## src/rtl/up3_run_ctl.sv

```systemverilog
// ============================================================================
// Module   : up3_run_ctl
// Brief    : Execution sequencer for the up3 CPU. Turns the step and run/stop
//            buttons into a one-cycle cpu_en clock-enable. It supports:
//              - single-state step
//              - single-instruction step
//              - divided-rate free run
//              - halt on a PC breakpoint or on the HALT opcode
// Revision : 1.0 - initial release
// ============================================================================
`default_nettype none

module up3_run_ctl #(
  parameter int unsigned TICK_DIV = 25_000_000, // clk cycles per cpu_en in RUN (>=2)
  parameter logic [7:0]  HALT_OP  = 8'hFF,      // opcode that stops RUN
  parameter int unsigned CNT_W    = 16          // width of cycle_cnt
) (
  input  logic             clk,
  input  logic             reset,
  input  logic             step_req,
  input  logic             run_req,
  input  logic             step_instr,
  input  logic             bp_en,
  input  logic [7:0]       bp_addr,
  input  logic [7:0]       pc,
  input  logic [7:0]       opcode,
  input  logic             fetch,
  output logic             cpu_en,
  output logic             running,
  output logic             halted,
  output logic [1:0]       ctl_state,
  output logic [CNT_W-1:0] cycle_cnt
);

  localparam int unsigned       TICK_W    = $clog2(TICK_DIV);
  localparam logic [TICK_W-1:0] TICK_LAST = TICK_W'(TICK_DIV - 1);

  localparam logic [1:0] S_IDLE = 2'b00;
  localparam logic [1:0] S_STEP = 2'b01;
  localparam logic [1:0] S_RUN  = 2'b10;
  localparam logic [1:0] S_HALT = 2'b11;

  logic              step_meta_q, step_sync_q, step_prev_q;
  logic              run_meta_q,  run_sync_q,  run_prev_q;
  logic [1:0]        state_q,      state_d;
  logic [TICK_W-1:0] tick_q,       tick_d;
  logic              bp_skip_q,    bp_skip_d;
  logic              step_first_q, step_first_d;
  logic [CNT_W-1:0]  cycle_cnt_q;

  logic step_rise;
  logic run_rise;
  logic bp_hit;
  logic en_now;

  // Two-flop synchronizers plus a previous-value flop for edge detection.
  always_ff @(posedge clk or posedge reset) begin
    if (reset) begin
      step_meta_q <= 1'b0;
      step_sync_q <= 1'b0;
      step_prev_q <= 1'b0;
      run_meta_q  <= 1'b0;
      run_sync_q  <= 1'b0;
      run_prev_q  <= 1'b0;
    end else begin
      step_meta_q <= step_req;
      step_sync_q <= step_meta_q;
      step_prev_q <= step_sync_q;
      run_meta_q  <= run_req;
      run_sync_q  <= run_meta_q;
      run_prev_q  <= run_sync_q;
    end
  end

  assign step_rise = step_sync_q & ~step_prev_q;
  assign run_rise  = run_sync_q  & ~run_prev_q;

  // bp_skip masks the stop condition once, so the CPU can execute past
  // the instruction it halted on.
  assign bp_hit = fetch & ~bp_skip_q &
                  ((bp_en & (pc == bp_addr)) | (opcode == HALT_OP));

  // Next-state logic. cpu_en is decoded combinationally from the current
  // state, so an asynchronous reset removes an in-flight pulse at once.
  always_comb begin
    state_d      = state_q;
    tick_d       = tick_q;
    bp_skip_d    = bp_skip_q;
    step_first_d = 1'b0;
    en_now       = 1'b0;
    case (state_q)
      S_IDLE: begin
        if (run_rise) begin
          state_d = S_RUN;
          tick_d  = '0;
        end else if (step_rise) begin
          state_d      = S_STEP;
          step_first_d = 1'b1;
        end
      end
      S_STEP: begin
        // Entry cycle always pulses; instruction step keeps pulsing until
        // the CPU is back at fetch.
        if (step_first_q) begin
          en_now = 1'b1;
        end else if (step_instr && !fetch) begin
          en_now = 1'b1;
        end
        if (run_rise) begin
          state_d = S_RUN;
          tick_d  = '0;
        end else if (!step_instr || !en_now) begin
          state_d = S_IDLE;
        end
      end
      S_RUN: begin
        if (run_rise) begin
          state_d = S_IDLE;
          tick_d  = '0;
        end else begin
          tick_d = (tick_q == TICK_LAST) ? '0 : tick_q + 1'b1;
          if (tick_q == TICK_LAST) begin
            if (bp_hit) begin
              state_d = S_HALT;
            end else begin
              en_now = 1'b1;
              if (fetch) begin
                bp_skip_d = 1'b0;
              end
            end
          end
        end
      end
      S_HALT: begin
        if (run_rise) begin
          state_d   = S_RUN;
          tick_d    = '0;
          bp_skip_d = 1'b1;
        end else if (step_rise) begin
          state_d      = S_STEP;
          step_first_d = 1'b1;
          bp_skip_d    = 1'b1;
        end
      end
      default: state_d = S_IDLE;
    endcase
  end

  // State, tick divider and breakpoint-skip registers.
  always_ff @(posedge clk or posedge reset) begin
    if (reset) begin
      state_q      <= S_IDLE;
      tick_q       <= '0;
      bp_skip_q    <= 1'b0;
      step_first_q <= 1'b0;
    end else begin
      state_q      <= state_d;
      tick_q       <= tick_d;
      bp_skip_q    <= bp_skip_d;
      step_first_q <= step_first_d;
    end
  end

  // Saturating count of issued cpu_en pulses.
  always_ff @(posedge clk or posedge reset) begin
    if (reset) begin
      cycle_cnt_q <= '0;
    end else if (en_now && (cycle_cnt_q != '1)) begin
      cycle_cnt_q <= cycle_cnt_q + 1'b1;
    end
  end

  assign cpu_en    = en_now;
  assign running   = (state_q == S_RUN);
  assign halted    = (state_q == S_HALT);
  assign ctl_state = state_q;
  assign cycle_cnt = cycle_cnt_q;

endmodule

`default_nettype wire

```

## config.mk

```make
export PLATFORM = sky130hd
export DESIGN_NAME = up3_run_ctl
export DESIGN_NICKNAME = d
export VERILOG_FILES = /design/src/rtl/up3_run_ctl.sv
export SDC_FILE = /design/constraint.sdc
export NUM_CORES = 1
export LEC_CHECK = 0
export CORE_MARGIN = 10
export CORE_UTILIZATION = 35
export CTS_CLUSTER_SIZE = 14
export DETAILED_ROUTE_END_ITERATION = 10
export GPL_ROUTABILITY_DRIVEN = 0
export PLACE_DENSITY = 0.6
export SYNTH_ARGS = -nofsm -noshare
export SYNTH_HDL_FRONTEND = slang
export SYNTH_SLANG_ARGS = --single-unit
```

## constraint.sdc

```tcl
create_clock -name clk -period 3.2 [get_ports clk]
set_clock_uncertainty 0.2 [all_clocks]
set_input_delay 0.64 -clock clk [delete_from_list [all_inputs] [get_ports clk]]
set_output_delay 0.64 -clock clk [all_outputs]
set_load 0.01 [all_outputs]
```

==> flow_summary.json <==
{
  "first_global_vias": 2357,
  "crit_path_end_kind": "output pin",
  "synth_area_sq_um": 2793,
  "coreArea_sq_um": 7727,
  "synthMuxAreaShare_pct": 0.8961,
  "pre_cts_ws_ns": -0.4324,
  "crit_chain": "clkdlybuf4s50_1 -> nand2b_1 -> nor3_1 -> or4_4 -> o32ai_4 -> buf_6",
  "worst-path-buf-inv": 2,
  "cap_violations": 0,
  "ys_ff_latch": 51,
  "ir_drop_mv": 0.2632,
  "yosysMostFrequentCell": "dfrtp_1",
  "viasPerCell": 5.235,
  "fin_area_sq_um": 3700,
  "grt_max_degree": 32,
  "cts_tree": "built",
  "max_stage_delay_ns": 0.49,
  "antenna_found_initial": 0,
  "regMostFlops": "tick_q",
  "synth_area_leader_cell": "dfrtp_1",
  "synth_cells": 296,
  "drc": 0,
  "routed_wl_um": 7011,
  "synth_seq_area_share_pct": 45.70,
  "power_density_nw_per_um2": 498.9,
  "yosys.area_share.simple_pct": 25.81,
  "place_area_sq_um": 3577,
  "path_max_fanout": 2,
  "min_from": "run_meta_q$_DFF_PP0_",
  "rsz0062_at_grt": "false",
  "synth_top_family_by_area": "simple AND/OR/NAND/NOR gates",
  "clock.fmax_mhz": 327.1,
  "r2r-start": "tick_q[21]$_DFFE_PP0P_",
  "io_buffers": 51,
  "rows": 32,
  "min_period_ns": 3.057,
  "largest_register_ffs": 25,
  "die_x_um": 109.3,
  "clk_pin_slew_ns": 0.09,
  "h-tree-depth": 2,
  "setup_viol": 0,
  "required_ns": 2.36,
  "grt_usage_pct": 11.70,
  "synth_edf_count": 0,
  "synth.area.top_cells": "dfrtp_1, o21ai_0, xnor2_1, nand4_1, nand3_1",
  "cts_inserted_buffers": 5,
  "die_area_sq_um": 11950,
  "num_vias": 2471,
  "synth_cell_type_count": 44,
  "startpoint": "fetch",
  "worst_pin_slew_ns": 0.6516,
  "ff_latch_area_sq_um": 1276,
  "synthXorXnorAreaFrac_pct": 8.781,
  "holdWs_ns": 0.1545,
  "dp.final_hpwl_um": 5151,
  "total_power_mw": 1.846,
  "ys_dominant_reg_cell": "dfrtp_1",
  "dieHeight_um": 109.3,
  "dr.pass1.iters": 4,
  "syn_nets": 333,
  "p_leak_nw": 1.494,
  "ctsLongestPathBuffers": 2,
  "hold_viol": 0,
  "drive_above_1_share_pct": 12.70,
  "postRouteAntennaNets": 0,
  "cp-start-kind": "input pin",
  "synth_compound_area_share_pct": 13.80,
  "grt_pass1_wl_um": 11540,
  "area_growth_syn_to_layout_pct": 32.48,
  "critical_path_class": "input pin to output pin",
  "insertion_delay_ns": 0.30,
  "root_buffer": "clkbuf_8",
  "synth_fa_ha_area_share_pct": 2.688,
  "synth_top_area_share_pct": 45.70,
  "pin_count": 52,
  "slew_viol_final": 0,
  "critical_path.top_delay_family": "simple AND/OR/NAND/NOR gates",
  "yosys-top-cells-count": "dfrtp_1, o21ai_0, nand2_1",
  "wl_per_cell_um": 14.85,
  "avgSynthCellArea_sq_um": 9.435,
  "finalWorstSetupSlack_ns": 0.1431,
  "cp_slowest_cell": "or4_4",
  "hold_buffers": 0,
  "num-fill-cells": 733,
  "hp-class": "register to register",
  "overflow": 0,
  "clkSinkCount": 51,
  "antenna_cells": 0,
  "yosysWarnings": 0,
  "post-route-period-util_pct": 95.53,
  "synthArstFlopShare_pct": 100.0,
  "initial_core_util_pct": 36.14,
  "status": "complete, no violations",
  "drtIter0Drc": 186,
  "nets": 407,
  "slew_headroom_pct": 56.16,
  "worstPathArrival_ns": 2.22,
  "multi_input_area_sq_um": 1459
}
-- kinds of logic after synthesis --
logic type	count (synthesis)
mux	2
buf+inv	15
fa+ha+maj	6
simple gates	131
xor+xnor	28
flops	51
compound gates	63
-- final timing paths --
kind / endpoint / slack [ns] / cells after the start
setup / recovery: cpu_en / 0.14 / 6
hold / removal: run_sync_q$_DFF_PP0_ / 0.15 / 0
setup reg to reg: cycle_cnt[1]$_DFFE_PP0P_ / 0.57 / 7
hold reg to reg: run_sync_q$_DFF_PP0_ / 0.15 / 0
max in group asynchronous: tick_q[9]$_DFFE_PP0P_ / 1.81 / 3
min in group asynchronous: cycle_cnt[0]$_DFFE_PP0P_ / 0.47 / 2
-- layout make-up --
cell class	instances	share of cell area, %
clock buffers	5	1.860
clock inverters	2	1.015
inverters	7	0.7102
multi-input cells	230	39.43
flip-flops and latches	51	34.49
well taps	102	3.449
repair buffers	75	19.04
-- per-stage QoR --
stage	utilization [%]	cells	TNS, ns
global route	47.88	472	0
finish	47.88	472	0
CTS	47.68	471	0
detailed placement	46.29	464	-0.4324
floorplan	-	296	0
global placement	46.29	464	-0.4016
-- report_power, final --
group	switching (mW)	total [mW]	internal (mW)
logic	0.341	0.659	0.318
clock network	0.215	0.444	0.229
registers	0.0463	0.743	0.696
-- routing by layer --
metal / global-route usage [%] / share of wire (%) / vias up
met4: 3.346 / 1.0 / 0
met5: 0 / 0 / -
met3: 2.750 / 5.8 / 4
li1: - / - / 1226
met2: 18.40 / 45 / 64
met1: 15.67 / 48 / 1177
-- cell usage in the layout (no fill, tap or decap), drive strengths merged, types with 4 or more instances in the layout --
master	synthesis	final
nor2b	6	6
ha	6	6
nor4	4	4
nor2	18	18
clkbuf	6	5
inv	7	7
buf	2	25
clkdlybuf4s50	0	50
a31oi	5	5
a21oi	5	5
xnor2	17	17
o21ai	38	38
nand2	23	23
dfrtp	51	51
o31ai	7	7
nand4	20	20
xor2	11	11
and3	9	9
nand3	22	22
nor3	9	9
-- repair_timing --
action / CTS / global route
gates resized for setup: 5 / 2
pin swaps: 0 / 1
setup buffers: 0 / 1
endpoints found under the setup margin: 1 / 1
(Power assumes the default switching activity.)
